[src/rtl/mem_access_ctrl.sv]
// Multicycle sequencer for the PC register and memory-address mux: shares one
// memory port between instruction fetch and load/store data via req/ack.
module mem_access_ctrl #(
  parameter int REG_LEN = 32,
  parameter int TIMEOUT = 16,
  parameter int CNT_W   = 8
) (
  input  logic       clk,
  input  logic       rst,
  input  logic       mem_ack,
  input  logic       dec_load,
  input  logic       dec_store,
  input  logic       dec_jump,
  input  logic       dec_replay,
  input  logic       dec_halt,
  output logic [1:0] pc_sel,
  output logic       mem_sel,
  output logic       mem_req,
  output logic       mem_we,
  output logic       ir_load,
  output logic       rd_load,
  output logic       exec_en,
  output logic       halted,
  output logic       err
);

  typedef enum logic [2:0] {
    S_IDLE,
    S_FETCH,
    S_EXEC,
    S_DATA,
    S_HALT,
    S_ERROR
  } state_t;

  localparam logic [1:0] PC_ALU  = 2'b00;
  localparam logic [1:0] PC_INC  = 2'b01;
  localparam logic [1:0] PC_DEC  = 2'b10;
  localparam logic [1:0] PC_HOLD = 2'b11;

  localparam bit             TIMEOUT_EN = (TIMEOUT != 0);
  localparam logic [CNT_W-1:0] LAST_WAIT = CNT_W'(TIMEOUT_EN ? TIMEOUT - 1 : 0);

  // The wait counter must be able to reach TIMEOUT-1 without wrapping.
  if (REG_LEN < 1 || TIMEOUT < 0 || (TIMEOUT >> CNT_W) != 0) begin : g_bad_params
    $error("mem_access_ctrl: invalid REG_LEN/TIMEOUT/CNT_W combination");
  end

  state_t           state, state_nx;
  logic [CNT_W-1:0] wait_cnt, wait_cnt_nx;
  logic             store_q, store_nx;
  logic             expired;

  // NOTE: sequential state uses non-blocking assignments only, so every
  // register samples the pre-edge values of its peers.
  always_ff @(posedge clk) begin
    if (!rst) begin
      state    <= S_IDLE;
      wait_cnt <= '0;
      store_q  <= 1'b0;
    end else begin
      state    <= state_nx;
      wait_cnt <= wait_cnt_nx;
      store_q  <= store_nx;
    end
  end

  // Last permitted wait cycle; an ack in this same cycle still completes.
  assign expired = TIMEOUT_EN && (wait_cnt == LAST_WAIT);

  // NOTE: every output and next-state signal gets a default before the case,
  // so no path through this block can infer a latch.
  always_comb begin
    state_nx = state;
    store_nx = store_q;
    pc_sel   = PC_HOLD;
    mem_sel  = 1'b0;
    mem_req  = 1'b0;
    mem_we   = 1'b0;
    ir_load  = 1'b0;
    rd_load  = 1'b0;
    exec_en  = 1'b0;
    halted   = 1'b0;
    err      = 1'b0;

    case (state)
      S_IDLE: state_nx = S_FETCH;

      S_FETCH: begin
        mem_req = 1'b1;
        if (mem_ack) begin
          ir_load  = 1'b1;
          pc_sel   = PC_INC;
          state_nx = S_EXEC;
        end else if (expired) begin
          state_nx = S_ERROR;
        end
      end

      S_EXEC: begin
        exec_en = 1'b1;
        if (dec_halt) begin
          state_nx = S_HALT;
        end else if (dec_load || dec_store) begin
          store_nx = dec_store;
          state_nx = S_DATA;
        end else if (dec_jump) begin
          pc_sel   = PC_ALU;
          state_nx = S_FETCH;
        end else if (dec_replay) begin
          pc_sel   = PC_DEC;
          state_nx = S_FETCH;
        end else begin
          state_nx = S_FETCH;
        end
      end

      S_DATA: begin
        mem_req = 1'b1;
        mem_sel = 1'b1;
        mem_we  = store_q;
        if (mem_ack) begin
          rd_load  = !store_q;
          state_nx = S_FETCH;
        end else if (expired) begin
          state_nx = S_ERROR;
        end
      end

      S_HALT:  halted = 1'b1;

      S_ERROR: err = 1'b1;

      default: state_nx = S_IDLE;
    endcase
  end

  // Wait cycles are only counted while a request is outstanding in one state.
  always_comb begin
    if (state_nx != state || mem_ack) begin
      wait_cnt_nx = '0;
    end else if (state == S_FETCH || state == S_DATA) begin
      wait_cnt_nx = wait_cnt + 1'b1;
    end else begin
      wait_cnt_nx = '0;
    end
  end

endmodule

[config.mk]
export PLATFORM = sky130hd
export DESIGN_NAME = mem_access_ctrl
export DESIGN_NICKNAME = d
export VERILOG_FILES = /design/src/rtl/mem_access_ctrl.sv
export SDC_FILE = /design/constraint.sdc
export NUM_CORES = 1
export LEC_CHECK = 0
export CORE_MARGIN = 2
export CORE_UTILIZATION = 45
export DETAILED_ROUTE_END_ITERATION = 10
export PLACE_DENSITY_LB_ADDON = 0.2
export SLEW_MARGIN = 25
export SYNTH_ARGS = -nofsm -noshare
export SYNTH_HDL_FRONTEND = slang
export SYNTH_SLANG_ARGS = --single-unit
[constraint.sdc]
create_clock -name clk -period 1.5 [get_ports clk]
set_clock_uncertainty 0.1 [all_clocks]
set_input_delay 0.15 -clock clk [delete_from_list [all_inputs] [get_ports clk]]
set_output_delay 0.15 -clock clk [all_outputs]
set_load 0.05 [all_outputs]
==> results by group, run 1 <==
Synthesis
  • Syn Std Cell Area: between 600 and 700 um2
  • Synth top area share: between 30% and 40%
  • FFs w/ async S/R, synth: 0%
  • Post-synth EDFFs: 0
  • Syn nets: 85
  • Sequential share of the synthesized area: 37.6%
  • Synth Register Bits: 12
  • Synth cell types: 33
  • Synth Instances: 76
  • Dominant cells by area after synthesis: dfxtp_1 (38%), a21oi_1 (4.7%), nand2_1 (4.1%), or3_1 (3.9%), nor2_1 (3.5%)
  • Yosys warns: 0
  • Post-synth top area cell: dfxtp_1
  • Mean post-synth cell area: between 8 and 9 um2
  • Cell with the most instances after synthesis: dfxtp_1
  • Top cells by count, synth: dfxtp_1 (12), nand2_1 (7), a21oi_1 (6), nor2_1 (6), inv_1 (5)
  • Top FF cell, synth: dfxtp_1

Power
  • LEAKAGE: 0.405 nW
  • Clock power frac: 32.2%
  • Peak VDD IR: 567 uV
  • Final Power: 0.791 mW
  • Combinational power share: between 20% and 30%
  • Pwr/cell area: roughly 710 nW/um2
  • Net Sw Frac: 27.5%
  • Sequential share of power: 42.0%
  • Pint: approximately 0.57 mW
  • Switching pwr: approximately 0.22 mW

Clocking
  • H-tree depth: 1
  • Longest Clk Path Bufs: 2
  • Root buf cell: clkbuf_4
  • Worst-skew pair later-pin latency: 0.27 ns
  • Clk sink count: 12
  • Clk slew on worst S/H paths: ~0.070 ns
  • CTS tree: built
  • CTS Buf Count: 3
  • CTS Hold Buffers Added: 0

Floorplan
  • Core area: approximately 1300 um2
  • Ports: 18
  • Site Rows: 13
  • Chip Height: between 40 and 50 um
  • Starting Density: 48.4%
  • Die width: 41.7 um
  • Die area: between 1500 and 2000 um2

Run status
  • Failing checks: negative setup slack
  • Status: complete, but fails checks

STA
  • Rel. slew slack: between 60 and 70%
  • Setup-failing EPs final: 5
  • TNS Setup: -1.09 ns
  • Post-layout worst setup margin: -0.358 ns
  • Max Transition Viols Final: 0
  • Tmin final: 1.86 ns
  • Fin crit share: 124%
  • Final Hold Viols: 0
  • RSZ-0062 raised after global routing: yes
  • Pin slew with the least headroom to its limit: about 0.46 ns
  • Fmax: roughly 0.54 GHz

Critical path
  • Crit end category: output pin
  • R2r startpoint: wait_cnt[6]
  • CP Data Required Time: about 1.3 ns
  • Crit-path max FO: 2
  • CP cell instances: or4b_4 > nor3_4 > a21oi_4 > buf_6
  • Family with the most delay on the worst path: simple AND/OR/NAND/NOR gates
  • CP Launch Point: state[0]
  • Critical setup path kind: flop to output pin
  • Levels on crit path: 4
  • Worst path max stage delay: around 0.53 ns
  • Worst path slowest cell: or4b_4
  • Reg2reg path depth: 3
  • Crit start category: flop
  • Critical path arrival: roughly 1.6 ns
  • WP buf/inv: 1

Route
  • Metal1 wirelength: between 600 and 700 um
  • Routed WL: approximately 1.7 mm
  • WL/cell: 13.9 um
  • Drt initial violations: 5
  • Post-route DRC: 0
  • Vias: 683
  • 1st-pass router iterations: 3
  • Met2 WL post-DR: approximately 1000 um
  • Antenna-violating nets left: 0
  • Vias per cell: roughly 5.6
  • DR WL met3: just over 50 um
  • Max Used Layer: met4

Global routing
  • Largest net degree at the start of global routing: 10
  • Total track usage: between 20% and 30%
  • Overflow after GRT: 0
  • First-pass GRT wire length: between 2 and 3 mm
  • Vias in the first global route: 680
  • Initial antenna violation count: 0

Finish
  • Post-layout net count: approximately 120
  • Area delta synth->final: 73.7%
  • Layout Utilization: between 80 and 90%
  • Fill cells: 80
  • Ant. Diodes: 0
  • Layout cells sized above 1: roughly two fifths
  • Non-Filler Instances: about 120

Place
  • Inst Count DP: roughly 120
  • Post-DP HPWL: 1.17 mm
  • Buffers on Ports: 17
  • RD Place Congestion: 0.710

Run
  • Max Cap Violations: 0

Hold path
  • Hold/Removal Path Class: primary input to flop
  • Worst hold start: dec_halt
  • Worst hold path depth: 5
==> worst min-delay path: cells and delay by family <==
family | cells | cell delay, ns
buffers and inverters | 2 | 0.35
AND/OR/NAND/NOR | 2 | 0.13
AO/OA/AOI/OAI | 1 | 0.06
==> cell families (layout without fill, tap and decap cells) <==
logic type	after synthesis	in the layout	synth area share, %
AOI/OAI and AO/OA	20	20	19.2
xor gates and xnor gates	1	1	1.37
adders and majority gates	1	1	1.96
buffers and inverters	6	37	4.71
DFF	12	12	37.6
and+or+nand+nor	36	36	35.1
==> final timing paths <==
| kind | end | slack [ns] |
|---|---|---|
| worst min register to register | wait_cnt[0] | 0.38 |
| worst min-delay path | state[0] | 0.35 |
| worst max register to register | wait_cnt[1] | 0.10 |
| worst max-delay path | pc_sel[1] | -0.36 |
==> layout by cell type, fill, tap and decap left out, types with 2 or more instances in the layout <==
cell type        instances
a21oi_1                  5
a31oi_1                  3
buf_12                   8
buf_4                    9
buf_6                    4
clkbuf_4                 3
clkdlybuf4s50_1          6
dfxtp_1                 11
inv_1                    5
nand2_1                  7
nand3_1                  2
nand4_1                  2
nor2_1                   4
o21ai_0                  4
or3_1                    4
==> layer usage <==
| metal | up-vias | GRT usage (%) |
|---|---|---|
| li1 | 342 | - |
| met1 | 320 | 19.8 |
| met2 | 17 | 41.6 |
| met3 | 4 | 4.35 |
| met4 | 0 | 13.5 |
| met5 | - | 0 |
==> layout make-up <==
type | count | area, um2 | share of cell area (%)
multi-input combinational | 58 | 452 | 40.7
timing repair buffer | 28 | 342 | 30.8
inverter | 5 | 18.8 | 1.69
tap | 15 | 18.8 | 1.69
clock buffer | 4 | 36.3 | 3.27
sequential | 12 | 241 | 21.8
==> power by group through the flow <==
stage | clock network, mW | logic, mW | registers [mW]
floorplan | 0 | 0.0909 | 0.341
global placement | 0 | 0.181 | 0.338
detailed placement | 0 | 0.184 | 0.339
CTS | 0.260 | 0.193 | 0.331
global route | 0.274 | 0.214 | 0.332
finish | 0.254 | 0.204 | 0.332
==> registers in the layout (all words and copies together), names as in the netlist <==
| signal | flops |
|---|---|
| store_q | 1 |
| state | 3 |
| wait_cnt | 8 |
==> through the flow <==
stage / hold WS [ns] / instance area (um2) / setup slack [ns]
6_report: 0.345 / 1110 / -0.358
5_1_grt: 0.388 / 1110 / -0.398
4_1_cts: 0.320 / 1080 / -0.370
3_5_place_dp: 0.366 / 1010 / -0.466
3_3_place_gp: 0.363 / 1010 / -0.435
2_1_floorplan: 0.189 / 686 / -0.174
==> timing repair <==
item	CTS	global route
resized for setup	9	5
setup buffers	1	1
endpoints found under the setup margin	7	11
pin swaps	3	2
(Power assumes the default switching activity.)
==> run 2, diff against run 1 <==
- GPL_TIMING_DRIVEN: unset -> 0
- REMOVE_ABC_BUFFERS: unset -> 1
==> results by group, run 2 (synthesized netlist as in run 1, its figures left out) <==
Critical path
  • Critical path arrival: 1.59 ns (-0.02 ns)
  • Crit path to: pc_sel[1]
  • Reg2Reg Setup Slack: 0.08 ns (-0.02 ns)
  • Worst path max stage delay: 0.55 ns (+0.02 ns)
  • Reg2reg path depth: 3 (unchanged)
  • CP Data Required Time: 1.25 ns (about the same)
  • Crit-path max FO: 4 (+2)
  • Crit start category: flop
  • CP cell instances: or4b_4 > nor3_4 > a21oi_1 > buf_4
  • R2r startpoint: wait_cnt[5]
  • FF-to-FF End: wait_cnt[5]
  • Crit end category: output pin
  • CP Launch Point: state[0]
  • Worst path slowest cell: or4b_4
  • Critical setup path kind: flop to output pin

Finish
  • Register area: 250 um2 (+3.6%)
  • Post-route cell area: 928 um2 (-16%)
  • Layout cells sized above 1: 32.3% (-7.9 points)
  • Max FFs per register: 8 (unchanged)
  • Most common cell after layout, fill and taps aside: dfxtp_1
  • Ant. Diodes: 0 (unchanged)
  • Post-layout net count: 109 (-6.8%)
  • Top Registers: wait_cnt (8), state (3), store_q (1)
  • Fill cells: 102 (+28%)
  • Footprint of the multi-input gates: 407 um2 (-10%)
  • Most flops, register: wait_cnt
  • Area delta synth->final: 45.5%
  • Most frequent cells in the layout: dfxtp_1 (8), nand2_1 (7), a21oi_1 (6), nor2_1 (6), clkdlybuf4s50_1 (6)

STA
  • Fmax: 0.544 GHz (+1.1%)
  • Tmin final: 1.84 ns (-0.0193 ns)
  • RSZ-0062 raised after global routing: yes
  • Fin crit share: 123% (-1.3 points)
  • Final Hold Viols: 0 (unchanged)
  • Max Transition Viols Final: 0 (unchanged)
  • Rel. slew slack: 70.2% (+1.0 points)
  • Pin slew with the least headroom to its limit: 0.443 ns (-0.0153 ns)
  • Post-layout worst setup margin: -0.338 ns (+0.0193 ns)
  • Setup-failing EPs final: 7 (+2)

Route
  • Post-route DRC: 0 (unchanged)
  • Antenna-violating nets left: 0 (unchanged)
  • Vias per cell: 5.62 (+0.44%)
  • Routed WL: 1.41 mm (-17%)
  • WL/cell: 12.4 um (-11%)
  • Drt initial violations: 14 (+9)
  • Vias: 641 (-6.1%)
  • 1st-pass router iterations: 4 (+1)

Clocking
  • Longest Clk Path Bufs: 2 (unchanged)
  • H-tree depth: 1 (unchanged)
  • CTS Hold Buffers Added: 0 (unchanged)
  • Root buf cell: clkbuf_4
  • CTS tree: built
  • Clk slew on worst S/H paths: 0.07 ns (about the same)
  • Worst-skew pair later-pin latency: 0.27 ns (about the same)
  • CTS Buf Count: 3 (unchanged)
  • Clk sink count: 12 (unchanged)

Floorplan
  • Core area: 1320 um2 (unchanged)
  • Site Rows: 13 (unchanged)
  • Die area: 1740 um2 (unchanged)
  • Starting Density: 48.4% (unchanged)
  • Ports: 18 (unchanged)
  • Chip Height: 41.7 um (unchanged)
  • Die width: 41.7 um (unchanged)

Place
  • RD Place Congestion: 0.713 (+0.47%)
  • Post-DP HPWL: 1.00 mm (-15%)
  • Buffers on Ports: 17 (unchanged)
  • Dpl cell area: 816 um2 (-19%)

Power
  • Pwr/cell area: 792 nW/um2 (+11%)
  • Final Power: 0.736 mW (-6.9%)
  • Peak VDD IR: 608 uV (+7.1%)
  • LEAKAGE: 0.334 nW (-17%)

Global routing
  • Total track usage: 17.2% (-4.3 points)
  • Initial antenna violation count: 0 (unchanged)
  • Largest net degree at the start of global routing: 11 (+1)
  • Vias in the first global route: 598 (-12%)
  • Overflow after GRT: 0 (unchanged)
  • First-pass GRT wire length: 2.35 mm (-16%)

Run status
  • Failing checks: negative setup slack
  • Status: complete, but fails checks

Run
  • Max Cap Violations: 0 (unchanged)

Hold path
  • Hold/Removal Path Class: primary input to flop
[run 2: cell types whose count changed in the layout (fill, tap and decap cells not counted), moves of 2 or more]
cell	before	now
clkbuf_4	3	5
nor2_1	4	6
buf_4	9	4
buf_8	0	3
dfxtp_4	0	2
buf_12	8	0
dfxtp_1	11	8
[run 2: worst min-delay path by stage]
stage / from / end / cells past startpoint
detailed placement: wait_cnt[0] / wait_cnt[0] / 1
floorplan: dec_store / store_q / 2
global placement: wait_cnt[0] / wait_cnt[0] / 1
finish: dec_halt / state[2] / 3
CTS: dec_halt / state[2] / 3
global route: dec_halt / state[2] / 3
[run 2: critical path, delay by kind of cell, from the launching register on]
family,cells,cell delay [ns]
AND/OR/NAND/NOR,2,0.68
AO/OA/AOI/OAI,1,0.09
flip-flops,1,0.36
buffers and inverters,1,0.19
[run 2: repair_timing]
item | CTS | global route
gates resized for setup | 70 | 14
buffers inserted | 2 | 1
pin swaps | 2 | 1
cloned | 0 | 0
setup endpoints to repair | 12 | 11
[run 2: where the power goes]
part | switching, mW | total, mW | internal [mW]
clock network | 0.104 | 0.252 | 0.147
logic | 0.0807 | 0.146 | 0.0650
registers | 0.0121 | 0.338 | 0.326
[run 2: final cells by class]
| type | count | share of cell area (%) |
|---|---|---|
| multi-input cells | 58 | 43.8 |
| flip-flops and latches | 12 | 27.0 |
| repair buffers | 20 | 21.3 |
| clock buffers | 4 | 3.91 |
| inverters | 5 | 2.02 |
| well taps | 15 | 2.02 |
[run 2: metrics by stage]
step	util (%)	worst slack, ns	hold WS [ns]	TNS [ns]	instances
2_1_floorplan	-	-1.04	0.189	-3.55	75
4_1_cts	65.8	-0.347	0.235	-0.809	113
5_1_grt	70.5	-0.405	0.281	-1.39	114
3_5_place_dp	61.9	-0.858	0.371	-4.72	107
3_3_place_gp	61.9	-0.853	0.362	-4.58	107
6_report	70.5	-0.338	0.261	-0.982	114
[run 2: metal layers]
layer | vias to the layer above | GRT usage [%] | routed length (um)
li1 | 327 | - | -
met1 | 301 | 19.1 | 561
met2 | 11 | 30.9 | 787
met3 | 2 | 3.48 | 46
met4 | 0 | 7.74 | 14
met5 | - | 0 | 0
